File: config.mk
export PLATFORM = sky130hd
export DESIGN_NAME = pipeline_hazard_ctrl
export DESIGN_NICKNAME = d
export VERILOG_FILES = /design/src/rtl/pipeline_hazard_ctrl_pkg.sv /design/src/rtl/pipeline_hazard_ctrl_perf_counters.sv /design/src/rtl/pipeline_hazard_ctrl.sv
export SDC_FILE = /design/constraint.sdc
export NUM_CORES = 1
export LEC_CHECK = 0
export CORE_ASPECT_RATIO = 1.25
export CORE_MARGIN = 5
export CORE_UTILIZATION = 33
export CTS_BUF_LIST = sky130_fd_sc_hd__clkbuf_16
export DETAILED_ROUTE_END_ITERATION = 6
export PLACE_DENSITY_LB_ADDON = 0.2
export SYNTH_ARGS = -nofsm -noshare
export SYNTH_HDL_FRONTEND = slang
export SYNTH_SLANG_ARGS = --single-unit
File: constraint.sdc
create_clock -name clk -period 2.3 [get_ports clk]
set_input_delay 0.23 -clock clk [delete_from_list [all_inputs] [get_ports clk]]
set_output_delay 0.23 -clock clk [all_outputs]
set_load 0.05 [all_outputs]
File: src/rtl/pipeline_hazard_ctrl_pkg.sv
// definesPkg: hazard FSM state encoding and shared widths for pipeline_hazard_ctrl
package definesPkg;
  typedef enum logic [1:0] {
    RUN        = 2'd0,
    LOAD_STALL = 2'd1,
    MEM_WAIT   = 2'd2,
    FLUSH      = 2'd3
  } hazard_state_t;
  localparam int REG_AW_DEF = 3;
  localparam int FCNT_W     = 3;
  localparam int PERF_W     = 16;
endpackage

File: src/rtl/pipeline_hazard_ctrl_perf_counters.sv
// hazard_perf_counters: saturating stall-cycle and flush-event counters
module hazard_perf_counters
  import definesPkg::*;
#(
  parameter int W = PERF_W
) (
  input  logic         clk,
  input  logic         reset,
  input  logic         stall_inc_i,
  input  logic         flush_inc_i,
  output logic [W-1:0] stall_cycles_o,
  output logic [W-1:0] flush_events_o
);
  logic [W-1:0] stall_q, flush_q;
  always_ff @(posedge clk) begin
    stall_q <= reset ? '0 : stall_q + W'(stall_inc_i && !(&stall_q));
    flush_q <= reset ? '0 : flush_q + W'(flush_inc_i && !(&flush_q));
  end
  assign stall_cycles_o = stall_q;
  assign flush_events_o = flush_q;
endmodule

File: src/rtl/pipeline_hazard_ctrl.sv
// pipeline_hazard_ctrl: load-use stall, branch flush and dmem freeze control; HAZARD_PERF_EN adds perf counters
module pipeline_hazard_ctrl
  import definesPkg::*;
#(
  parameter int REG_AW       = REG_AW_DEF,
  parameter int FLUSH_CYCLES = 2
) (
  input  logic              clk,
  input  logic              reset,
  input  logic              id_valid,
  input  logic [REG_AW-1:0] id_rs_a,
  input  logic [REG_AW-1:0] id_rs_b,
  input  logic              id_use_a,
  input  logic              id_use_b,
  input  logic              ex_valid,
  input  logic              ex_is_load,
  input  logic [REG_AW-1:0] ex_rd,
  input  logic              br_taken,
  input  logic              dmem_wait,
  output logic              pc_write,
  output logic              pc_src,
  output logic              if_id_write,
  output logic              if_id_flush,
  output logic              id_ex_bubble,
  output logic              pipe_freeze,
  output logic [1:0]        state,
  output logic [PERF_W-1:0] stall_cycles,
  output logic [PERF_W-1:0] flush_events
);
  hazard_state_t     state_q, state_d;
  logic [FCNT_W-1:0] fcnt_q, fcnt_d;
  logic              load_use, frz, br, fl, lu;
  assign load_use = id_valid && ex_valid && ex_is_load &&
                    ((id_use_a && id_rs_a == ex_rd) || (id_use_b && id_rs_b == ex_rd));
  // a nonzero remaining count means a flush is in progress, even across a MEM_WAIT
  assign frz = dmem_wait;
  assign br  = !dmem_wait && br_taken;
  assign fl  = !dmem_wait && !br_taken && fcnt_q != '0;
  assign lu  = !dmem_wait && !br_taken && fcnt_q == '0 && load_use;
  assign pc_write     = !reset && !frz && !lu;
  assign if_id_write  = pc_write;
  assign pc_src       = !reset && br;
  assign if_id_flush  = reset || br || fl;
  assign id_ex_bubble = !reset && (br || lu);
  assign pipe_freeze  = !reset && frz;
  assign state        = reset ? RUN : state_q;
  always_comb begin
    state_d = frz ? MEM_WAIT
            : br  ? (FLUSH_CYCLES > 1 ? FLUSH : RUN)
            : fl  ? (fcnt_q == FCNT_W'(1) ? RUN : FLUSH)
            : lu  ? LOAD_STALL : RUN;
    fcnt_d  = br ? FCNT_W'(FLUSH_CYCLES - 1) : fl ? fcnt_q - 1'b1 : fcnt_q;
  end
  always_ff @(posedge clk) begin
    state_q <= reset ? RUN : state_d;
    fcnt_q  <= reset ? '0 : fcnt_d;
  end
`ifdef HAZARD_PERF_EN
  hazard_perf_counters #(.W(PERF_W)) u_perf (
    .clk            (clk),
    .reset          (reset),
    .stall_inc_i    (!pc_write),
    .flush_inc_i    (br),
    .stall_cycles_o (stall_cycles),
    .flush_events_o (flush_events)
  );
`else
  assign stall_cycles = '0;
  assign flush_events = '0;
`endif
endmodule

**After elaboration in Yosys (flattened, before gate mapping)**

Index checks and enable logic that the tools add are counted.

- Add/subtract/negate cells: 1
- Equality and inequality tests: 3
- Muxes and demuxes: 8
- Reductions and logical operators: 28

Operators with widths:

| operator | count |
|---|---|
| 1-bit logical AND | 15 |
| 2-bit 2-to-1 mux | 5 |
| 3-bit == test | 2 |
| 1-bit logical NOT | 4 |
| 1-bit logical OR | 4 |
| 2-bit OR reduction | 2 |
| 3-bit by 1-bit == test with 1-bit output (second input constant) | 1 |
| 3-bit logical NOT | 1 |
| 1-bit 2-to-1 mux | 3 |
| 3-bit nonzero test | 1 |
| 3-bit by 1-bit subtractor with 3-bit output (second input constant) | 1 |
| 2-bit nonzero test | 1 |

- Register bits: 5
- Bits of input ports: 18
- Output and inout bits: 40
- Logic and storage cells: 44

**Logic depth before layout (Yosys ltp)**

Gate-level depths: netlist of run 1.

- Depth in word-level cells: 9
- Mapped depth: 7

**Worst setup path before layout of run 1**

No wires, ideal clock.

- Kind: reg-to-output
- Start point: register fcnt_q[0]
- End point: output pc_write
- Arrival: 2.442 ns
- Slack: -0.372 ns
- Stages on the path, launching flop included: 8
- Buffers on the path: 1
- Cells stage by stage: dfxtp_1 inv_1 ha_1 and4_2 nand2_1 a21oi_2 nor3_1 buf_4

- Cells in the longest elaborated chain, start to end: 5

RTL lines:

| what | line | RTL |
|---|---|---|
| start: declaration | pipeline_hazard_ctrl.sv:31 | `logic [FCNT_W-1:0] fcnt_q, fcnt_d;` |
| start signal: assignment | pipeline_hazard_ctrl.sv:56 | `fcnt_q <= reset ? '0 : fcnt_d;` |
| 3-bit logical NOT | pipeline_hazard_ctrl.sv:39 | `assign lu = !dmem_wait && !br_taken && fcnt_q == '0 && load_use;` |
| 1-bit logical AND (2 in a row) | pipeline_hazard_ctrl.sv:39 |  |
| 1-bit logical NOT | pipeline_hazard_ctrl.sv:40 | `assign pc_write = !reset && !frz && !lu;` |
| 1-bit logical AND | pipeline_hazard_ctrl.sv:40 |  |
| end: declaration | pipeline_hazard_ctrl.sv:20 | `output logic pc_write,` |

Every way passes these cells.

**Final worst setup path of run 1**

- Start point: input dmem_wait
- End point: output id_ex_bubble

- Cells in the longest elaborated chain, start to end: 6
- Elaborated cells on any way between the ends: 7

RTL lines:

| what | line | RTL |
|---|---|---|
| start: declaration | pipeline_hazard_ctrl.sv:19 | `input logic dmem_wait,` |
| 1-bit logical NOT (*) | pipeline_hazard_ctrl.sv:37, pipeline_hazard_ctrl.sv:39 |  |
| 1-bit logical AND (3 in a row) | pipeline_hazard_ctrl.sv:39 |  |
| 1-bit logical OR (*) | pipeline_hazard_ctrl.sv:44 | `assign id_ex_bubble = !reset && (br \|\| lu);` |
| 1-bit logical AND (*) | pipeline_hazard_ctrl.sv:44 |  |
| end: declaration | pipeline_hazard_ctrl.sv:24 | `output logic id_ex_bubble,` |

Mark *: on every way between the ends. The rest lies on a longest branch, timed or not.

==> impl_metrics.ini, run 1 <==
[clocking]
cts_made_buffers = 3
clk_latency_ns = 0.23
ctsHoldBuffers = 0
cts_resized = 0
cts_tree = yes
clock_sinks = 5
h-tree-depth = 1
path_clk_slew_ns = 0.03
postCtsSetupBuffers = 0
root_buffer = clkbuf_16
clockBufferDepth = 2

[logic_synthesis]
synth-adder-area-share_pct = 5.871
synthMuxAreaShare_pct = 0
synth-seq-area-share_pct = 15.66
ys_async_sr_fraction_pct = 0
synth_top_area_cell = buf_4
yosysMostFrequentCell = buf_4
synthTopCellsByArea = buf_4 (39%), dfxtp_1 (16%), xnor2_1 (8.2%)
synth_cell_types = 24
synth-compound-area-share_pct = 8.806
avgSynthCellArea_um2 = 7.703
yosysTopAreaCellShare_pct = 38.75
ys_seq_elements = 5
synth_top_family_by_area = buffers and inverters
synth_cells = 83
synth-edff-count = 0
synth_common_cells = buf_4 (33), xnor2_1 (6), dfxtp_1 (5)
yosys.area_share.simple_pct = 19.57
synth.cell_area_um2 = 639.4
synth_warnings = 0
dominantRegCellSynth = dfxtp_1
synthXorXnorAreaFrac_pct = 8.219

[die]
chipHeight_um = 59.21
die_area_mm2 = 0.002923
io_pins = 58
core_area_mm2 = 0.001808
initial_core_util_pct = 35.36
die_w_um = 49.37
rows = 17

[critical_path]
critPathLaunchType = input pin
path_cells = clkdlybuf4s50_1, nor3_1, nand2_1, a21oi_2, a21o_1, buf_12
path_max_fanout = 8
cp.arrival_ns = 1.74
endpoint_kind = output port
critical_path_class = in2out
reg2reg_depth = 6
crit_required_ns = 2.07
slowest_stage = clkdlybuf4s50_1
max_stage_delay_ns = 0.53

[drt]
avgViaCountPerCell = 4.140
vias = 534
drt_pre_antenna_iters = 4
first_iter_violations = 10
routed_wl_um = 1434
routedWlPerCell_um = 11.12
met1_length_um = 439
route.detailed.drc = 0
ant_nets = 0
wl_met2_um = 695
wl_met3_um = 275
highest_layer = met4

[worst_hold_path]
hold_path.class = reg2reg
whs_path_depth = 1

[grt]
overflow = 0
grt_antenna_before_repair = 0
grt_pass1_wl_um = 1994
grt_max_degree = 9
first_global_vias = 493
grt_util_all_layers_pct = 9.336

[run_status]
status = complete, no violations

[placed_design]
hpwl_um = 1242
dp.cells = 125
place_congestion = 0.7175
pre_cts_ws_ns = 0.3492
numPortBuffers = 25
placed_cell_area_um2 = 794.5

[power_and_ir_drop]
finalPower_uw = 621.2
pwr_density_cell_mw_per_mm2 = 711.3
ir_drop_mv = 0.4169
p_leak_nw = 0.4121

[timing]
post-route-period-util_pct = 85.84
clock_skew_ns = 0.0001425
tns_ns = 0
hold_ws_ns = 0.5003
fmax_ghz = 0.5065
hold_viol_final = 0
fin_crit_ns = 1.974
final-max-slew-violation-count = 0
worst_slack_ns = 0.3256
setup_viol = 0
rsz0062_at_grt = false

[final_layout]
instances_no_fill = 129
area_delta_synth_final_pct = 36.60
diodes = 0
nets = 132
final_area_um2 = 873.3
drive_gt1_share_pct = 15.45
finish.utilization_pct = 48.30

[job]
maxCapViolCount = 0
## logic make-up after synthesis
kind of cell,Yosys count
other cells,1
simple gates,22
flops,5
compound gates,9
xor+xnor,6
buf+inv,37
fa+ha+maj,3
## path summary, 6_finish.rpt
path,slack (ns),from,to
worst max-delay path,0.33,dmem_wait,id_ex_bubble
worst min-delay path,0.50,fcnt_q[0]$_SDFFE_PP0P_,fcnt_q[0]$_SDFFE_PP0P_
worst max register to register,0.77,fcnt_q[0]$_SDFFE_PP0P_,fcnt_q[1]$_SDFFE_PP0P_
worst min register to register,0.50,fcnt_q[0]$_SDFFE_PP0P_,fcnt_q[0]$_SDFFE_PP0P_
## state kept, by name (all words and copies together) (netlist names)
name / flops
state_q: 2
fcnt_q: 3
## layout by cell type, fill, tap and decap left out, types with 2 or more instances in the layout
| master | n |
|---|---|
| dfxtp_1 | 5 |
| buf_12 | 2 |
| and2_1 | 2 |
| conb_1 | 32 |
| a21oi_1 | 3 |
| inv_1 | 4 |
| ha_1 | 3 |
| clkdlybuf4s50_1 | 17 |
| clkbuf_16 | 3 |
| buf_4 | 7 |
| or2_2 | 2 |
| nor2b_1 | 4 |
| nand4_1 | 2 |
| nor3_1 | 2 |
| nor2_1 | 4 |
| nand2_1 | 2 |
| xnor2_1 | 6 |
## report_power, final
group          switching [mW]  internal [mW]  leakage, nW  total, mW
registers             0.00306         0.0929       0.0412     0.0960
clock network          0.0575          0.225       0.0423      0.283
logic                   0.178         0.0646        0.329      0.243
## critical path: cells and delay by family
family          cells  cell delay [ns]
buf+inv             2             0.67
simple gates        2             0.47
compound gates      2             0.36
## layout make-up
type                            instances  area (µm²)
Clock inverter                          1       3.754
Fill cell                             182       934.6
Inverter                                3       11.26
Tap cell                               19       23.77
Multi-Input combinational cell         72       396.6
Sequential cell                         5       100.1
Clock buffer                            3       75.07
Timing Repair Buffer                   26       262.8
## per-layer routing
metal / GRT usage, % / up-vias
met3: 6.297 / 2
li1: - / 258
met2: 15.10 / 44
met4: 7.865 / 0
met1: 7.796 / 230
met5: 0 / -
Note: power is estimated with default switching activity, not from simulation.
==> run 2: changes to the inputs <==
CORE_UTILIZATION = 30   (was 33)
clock period = 2 ns   (was 2.3 ns; I/O delays follow)
==> run 2 against run 1 <==
Against the previous run: via count is 0.75% lower; highest routed layer unchanged; clock-buffer cell count stayed put; first-iteration DRC count is 60% lower; critical path type is now reg2out; die area is 8.1% higher; routed wire length is 2.2% lower; global-route usage is 0.62 points lower.
==> impl_metrics.ini, run 2 (same netlist as run 1, synthesis figures left out) <==
[final_layout]
largest_reg_flops = 3
drive_gt1_share_pct = 17.86
mostFrequentLayoutCells = conb_1 (32), clkdlybuf4s50_1 (17), xnor2_1 (6), buf_12 (6)
nets = 134
top_register = fcnt_q
diodes = 0
area_delta_synth_final_pct = 49.51
layout_commonest_cell = conb_1
top_regs = fcnt_q (3), state_q (2)
final_area_um2 = 955.9
fill_cells = 215

[timing]
setup_viol = 0
fmax_ghz = 0.5339
worst_slack_ns = 0.1270
rsz0062_at_grt = false
post-route-period-util_pct = 93.65
tns_ns = 0
clock_skew_ns = 0.001817
hold_viol_final = 0
fin_crit_ns = 1.873
final-max-slew-violation-count = 0

[clocking]
path_clk_slew_ns = 0.03
clockBufferDepth = 2
clock_sinks = 5
cts_made_buffers = 3
cts_tree = yes
ctsHoldBuffers = 0
postCtsSetupBuffers = 0
h-tree-depth = 1
cts_resized = 0
clk_latency_ns = 0.23
root_buffer = clkbuf_16

[critical_path]
crit_required_ns = 1.80
endpoint_kind = output port
critical_path_class = reg2out
slowest_stage = dfxtp_1
cp.arrival_ns = 1.67
path_delay_family = compound AO/OA/AOI/OAI gates
max_stage_delay_ns = 0.28
path_max_fanout = 5
worstReg2RegStart = fcnt_q[0]$_SDFFE_PP0P_
cp-startpoint = fcnt_q[1]$_SDFFE_PP0P_
critPathLaunchType = register
path_buf_inv = 2
path_cells = inv_1, ha_2, and4_2, nand2_1, a21oi_4, a21o_1, buf_12

[die]
initial_core_util_pct = 31.90
die_area_mm2 = 0.003160
core_area_mm2 = 0.002004
chipHeight_um = 61.62
io_pins = 58
rows = 18
die_w_um = 51.29

[drt]
routedWlPerCell_um = 10.62
routed_wl_um = 1402
avgViaCountPerCell = 4.015
route.detailed.drc = 0
vias = 530
ant_nets = 0
drt_pre_antenna_iters = 3
first_iter_violations = 4

[placed_design]
placed_cell_area_um2 = 867.1
place_congestion = 0.7483
pre_cts_ws_ns = 0.1542
hpwl_um = 1251
numPortBuffers = 25

[power_and_ir_drop]
pwr_density_cell_mw_per_mm2 = 766.5
p_leak_nw = 0.4365
ir_drop_mv = 0.4115

[grt]
grt_max_degree = 8
grt_util_all_layers_pct = 8.713
grt_pass1_wl_um = 1897
grt_antenna_before_repair = 0
overflow = 0
first_global_vias = 483

[run_status]
status = complete, no violations

[worst_hold_path]
hold_path.class = reg2reg
min_from = fcnt_q[0]$_SDFFE_PP0P_

[job]
maxCapViolCount = 0
run 2: cell count changes in the layout (fill, tap and decap cells not counted):
cell / delta
nor3_2: -1
buf_4: -2
a21oi_4: +1
ha_1: -1
buf_12: +4
ha_2: +1
nor3_4: +1
a21oi_2: -1
run 2: worst paths after layout:
path	slack, ns	endpoint	depth (start not counted)
setup / recovery	0.13	id_ex_bubble	7
hold / removal	0.50	fcnt_q[0]$_SDFFE_PP0P_	1
setup reg to reg	0.51	fcnt_q[1]$_SDFFE_PP0P_	5
hold reg to reg	0.50	fcnt_q[0]$_SDFFE_PP0P_	1
run 2: metal layers:
metal / track usage (%) / wire length [µm]
met1: 7.815 / 423
met2: 14.92 / 737
met3: 4.600 / 210
met4: 6.742 / 31
met5: 0 / 0
run 2: final cells by class:
type                       count  area, µm²  share of cell area, %
tap                           20      25.02                  2.618
timing repair buffer          28      327.8                  34.29
clock buffer                   3      75.07                  7.853
clock inverter                 1      3.754                 0.3927
inverter                       3      11.26                  1.178
multi-input combinational     72      412.9                  43.19
sequential                     5      100.1                  10.47
run 2: report_power, final:
group          internal [mW]  switching, mW
registers              0.107        0.00317
logic                 0.0873          0.208
clock network          0.259         0.0687
total                  0.453          0.279
run 2: metrics by stage:
step	instances	hold WS, ns	power (mW)	util [%]
final	132	0.5021	0.7327	47.69
after global routing	132	0.5227	0.7665	47.69
after CTS	132	0.5015	0.7383	47.19
after detailed placement	128	0.4962	0.4037	43.26
after global placement	128	0.4906	0.4037	43.26
after floorplan	114	0.3653	0.3704	-
==> run 3: changes to the inputs <==
ABC_AREA = 1   (was not set)
CORE_UTILIZATION = 33   (was 30)
PLACE_DENSITY = 0.8   (was not set)
PLACE_DENSITY_LB_ADDON = not set   (was 0.2)
==> run 3 against run 2 <==
Against the previous run: core utilization rose by 1.2 points; non-clock buffer count fell by 2; worst setup slack improved by 0.087 ns; sequential share of layout area fell by 1.0 points; design area rose by 11%; flip-flop and latch count did not move; critical endpoint unchanged; clock skew fell by 0.0011 ns; hold slack improved by 0.019 ns; routed wire length rose by 0.64%; synthesized cell count rose by 37%.
==> impl_metrics.ini, run 3 <==
[logic_synthesis]
ys_async_sr_fraction_pct = 0
synth-edff-count = 0
synth_cells = 114
synth_top_area_cell = buf_4
ys_seq_elements = 5
synth_common_cells = buf_4 (33), nand2_1 (21), inv_1 (14)
synthTopCellsByArea = buf_4 (34%), dfxtp_1 (14%), nand2_1 (11%)
synth_cell_types = 20
synth-seq-area-share_pct = 13.61
dominantRegCellSynth = dfxtp_1
yosysTopAreaCellShare_pct = 33.67
synth.cell_area_um2 = 735.7
synth_warnings = 0
yosysMostFrequentCell = buf_4
avgSynthCellArea_um2 = 6.454

[placed_design]
numPortBuffers = 25
place_congestion = 0.8108
placed_cell_area_um2 = 979.7
hpwl_um = 1305

[drt]
routed_wl_um = 1411
route.detailed.drc = 0
routedWlPerCell_um = 8.203
first_iter_violations = 5
drt_pre_antenna_iters = 4
vias = 622
ant_nets = 0
avgViaCountPerCell = 3.616

[clocking]
root_buffer = clkbuf_16
clockBufferDepth = 2
ctsHoldBuffers = 0
cts_resized = 0
path_clk_slew_ns = 0.03
cts_tree = yes
clock_sinks = 5
cts_made_buffers = 3
postCtsSetupBuffers = 0
clk_latency_ns = 0.22
h-tree-depth = 1

[die]
die_area_mm2 = 0.003280
io_pins = 58
rows = 19
core_area_mm2 = 0.002163
die_w_um = 52.23
initial_core_util_pct = 34.01
chipHeight_um = 62.79

[power_and_ir_drop]
p_leak_nw = 0.5623
pwr_density_cell_mw_per_mm2 = 688.4
ir_drop_mv = 0.5910

[final_layout]
mostFrequentLayoutCells = conb_1 (32), nand2_1 (21), clkdlybuf4s50_1 (17), inv_1 (15), nor2_1 (11)
drive_gt1_share_pct = 20.57
area_delta_synth_final_pct = 43.88
layout_commonest_cell = conb_1
nets = 163
top_register = fcnt_q
diodes = 0
top_regs = fcnt_q (3), state_q (2)
largest_reg_flops = 3
fill_cells = 216
final_area_mm2 = 0.001059

[worst_hold_path]
min_from = fcnt_q[1]$_SDFFE_PP0P_
whs_path_depth = 2
hold_path.class = reg2reg
min_to = fcnt_q[1]$_SDFFE_PP0P_

[timing]
tns_ns = 0
fmax_ghz = 0.5600
final-max-slew-violation-count = 0
rsz0062_at_grt = false
fin_crit_ns = 1.786
hold_viol_final = 0
clock_skew_ns = 0.0006818
post-route-period-util_pct = 89.28
setup_viol = 0

[critical_path]
reg2reg_to = state_q[0]$_SDFF_PP0_
cp-startpoint = dmem_wait
critPathLaunchType = input pin
crit_required_ns = 1.80
endpoint_kind = output port
rrSetupSlack_ns = 0.69
path_max_fanout = 5
critical_path_class = in2out
cp.arrival_ns = 1.59
worstReg2RegStart = fcnt_q[0]$_SDFFE_PP0P_
reg2reg_depth = 9

[grt]
grt_antenna_before_repair = 0
overflow = 0
first_global_vias = 609
grt_pass1_wl_um = 2214
grt_util_all_layers_pct = 8.451
grt_max_degree = 7

[job]
maxCapViolCount = 0

[run_status]
status = complete, no violations
## run 3: cell count changes in the layout (fill, tap and decap cells not counted), moves of 4 or more
cell / previous run / this run
buf_4: 5 / 1
nor2b_1: 4 / 0
nor2_1: 4 / 11
nand2_1: 2 / 21
xnor2_1: 6 / 0
inv_2: 0 / 5
nand2_2: 0 / 5
inv_1: 4 / 15
## run 3: worst max-delay path: stages
cell	delay (ns)
clkdlybuf4s50_1	0.49
nor2_4	0.19
nand3_2	0.11
nor2_4	0.12
nand2_2	0.07
a21oi_1	0.23
buf_12	0.18
## run 3: cells by family after synthesis
logic type | Yosys count | synth area share [%]
other | 1 | 0.5097
XOR/XNOR | 1 | 1.191
adder cells (fa/ha/maj) | 3 | 5.103
buffers and inverters | 53 | 44.05
AND/OR/NAND/NOR | 42 | 27.04
AO/OA/AOI/OAI | 9 | 8.503
flip-flops | 5 | 13.61
## run 3: worst max path at each step
stage               depth (start not counted)      endpoint  slack (ns)
global route                                7  id_ex_bubble         0.1
detailed placement                         10  id_ex_bubble        0.22
global placement                            7  id_ex_bubble        0.21
finish                                      7  id_ex_bubble        0.21
floorplan                                   6  id_ex_bubble        0.21
CTS                                         7  id_ex_bubble        0.20
## run 3: layout make-up
cell class                      instances  area [µm²]  share of cell area, %
Inverter                               19       71.32                  6.738
Timing Repair Buffer                   26       337.8                  31.91
Clock inverter                          1       3.754                 0.3546
Clock buffer                            3       75.07                  7.092
Multi-Input combinational cell         87       431.7                  40.78
Tap cell                               31       38.79                  3.664
Sequential cell                         5       100.1                  9.456
## run 3: power breakdown
| group | internal (mW) | total, mW | switching, mW |
|---|---|---|---|
| sequential | 0.106 | 0.110 | 0.00369 |
| combinational | 0.0842 | 0.302 | 0.218 |
| clock | 0.258 | 0.317 | 0.0588 |
| total | 0.449 | 0.729 | 0.280 |
## run 3: stage by stage
step,total power [mW],hold slack (ns),setup slack (ns),std cells,util [%]
finish,0.7287,0.5215,0.2144,172,48.93
floorplan,0.3778,0.3557,0.2140,145,-
global placement,0.4097,0.5078,0.2145,168,45.29
CTS,0.7320,0.5196,0.1969,172,48.93
detailed placement,0.4121,0.5153,0.2192,168,45.29
global route,0.7583,0.5899,0.09729,172,48.93
## run 3: per-layer routing
layer / global-route usage, % / share of wire [%]
met1: 9.339 / 38
met2: 14.94 / 51
met3: 2.864 / 11
met4: 2.236 / 0
met5: 0 / 0
==> variant: new RTL, settings of run 2 <==
Add a define of `HAZARD_PERF_EN`.
--- a/src/rtl/pipeline_hazard_ctrl.sv
+++ b/src/rtl/pipeline_hazard_ctrl.sv
@@ -1,4 +1,6 @@
 // pipeline_hazard_ctrl: load-use stall, branch flush and dmem freeze control; HAZARD_PERF_EN adds perf counters
+`define HAZARD_PERF_EN
+
 module pipeline_hazard_ctrl
   import definesPkg::*;
 #(
Function: changed (Yosys sat finds a counterexample within 4 cycles, from zero or initial values and one cycle with reset high).
==> variant against run 2 <==
The run now ends with setup timing left. Routed wire length grew to 3.9 times the old value. Critical endpoint is now u_perf.flush_events_o[4]$_SDFF_PP0_. Synthesized cell count grew to 2.5 times the old value. Sequential share of layout area up 12 points. Die area increased by 140%. Worst setup slack got worse by 0.25 ns. Maximum frequency down 12%. Final area grew to 3.7 times the old value. Final cell count rose to 3.0 times the old value. Hold slack lost 0.020 ns. Highest routed layer unchanged. Sequential cell count grew 32. Area after synthesis rose to 2.8 times the old value. Power increased to 2.7 times the old value.
==> variant: results <==
set metrics [dict create \
    status "finished, violations left" \
    violations "setup timing" \
    power.ir.vdd_worst_mv 0.479 \
    ys_types 32 \
    clkTransAtPathRegs_ns 0.06 \
    n_fill_cell 488 \
    nClkBuffers 5 \
    fin_nets 356 \
    synth-xor-area-share_pct 15.1 \
    via_per_inst 4.81 \
    grt.total_usage_pct 14.4 \
    cpLargestDelayFamily "simple AND/OR/NAND/NOR gates" \
    hold_slack_ns 0.482 \
    buf_share_pct 32.4 \
    ff_latch_area_um2 810 \
    h-tree-depth 2 \
    drive_above_1_share_pct 46.7 \
    hold_path_end "fcnt_q[1]$_SDFFE_PP0P_" \
    synth_area_leaders "dfxtp_1 (41%), xnor2_1 (10%), nor2_1 (7.5%)" \
    drt_pass1_iterations 4 \
    cts-buffers-inserted 5 \
    gp_congestion 0.797 \
    crit_fanout 6 \
    clock_skew_ns 0.0106 \
    nonClockBufferCount 121 \
    dp.cells 372 \
    grt_pass1_wl_mm 8.90 \
    wl_per_cell_um 13.7 \
    num_vias 1913 \
    hold_start "fcnt_q[1]$_SDFFE_PP0P_" \
    fin_ws_ns -0.125 \
    multi_input_area_um2 1320 \
    slowest_delay_ns 0.34 \
    grt_start_max_net_pins 43 \
    port-buffer-count 57 \
    crit_end "u_perf.flush_events_o[4]$_SDFF_PP0_" \
    setup_tns_ns -1.01 \
    holdPathStages 2 \
    placed_cell_area_um2 2990 \
    drt_iter0_drc 36 \
    crit_type "flip-flop to flip-flop" \
    clock_area_share_pct 4.62 \
    inv_count 6 \
    final_cell_area_um2 3550 \
    grt_pass1_vias 1948 \
    synth_compound_area_share_pct 4.79 \
    synthesis.instances 211 \
    finalSetupViolations 16 \
    clk_latency_ns 0.28 \
]
variant: changes by cell type after synthesis, sizes merged, moves of 3 or more:
cell    change
buf        -33
dfxtp      +32
nor2       +32
nand3      +15
xnor2      +15
xor2       +10
nor4        +9
nand4       +8
clkbuf      +7
nand2       +6
ha          +4
nor2b       +4
inv         +3
variant: repair_timing:
item                                    4_1_cts  5_1_grt
gates resized for setup                      23       31
pin swaps                                    12       20
hold buffers                                  0        0
buffers inserted                             10        9
endpoints found under the setup margin       24       31
variant: layer usage:
metal | up-vias | share of wire, % | wire, µm | global-route usage, %
li1 | 966 | - | - | -
met1 | 898 | 42 | 2320 | 17.1
met2 | 40 | 53 | 2890 | 24.9
met3 | 9 | 3.0 | 164 | 2.79
met4 | 0 | 1.7 | 91 | 5.95
met5 | - | 0 | 0 | 0
variant: power by group:
part	internal (mW)	switching, mW
logic	0.160	0.158
clock network	0.581	0.302
registers	0.737	0.00817
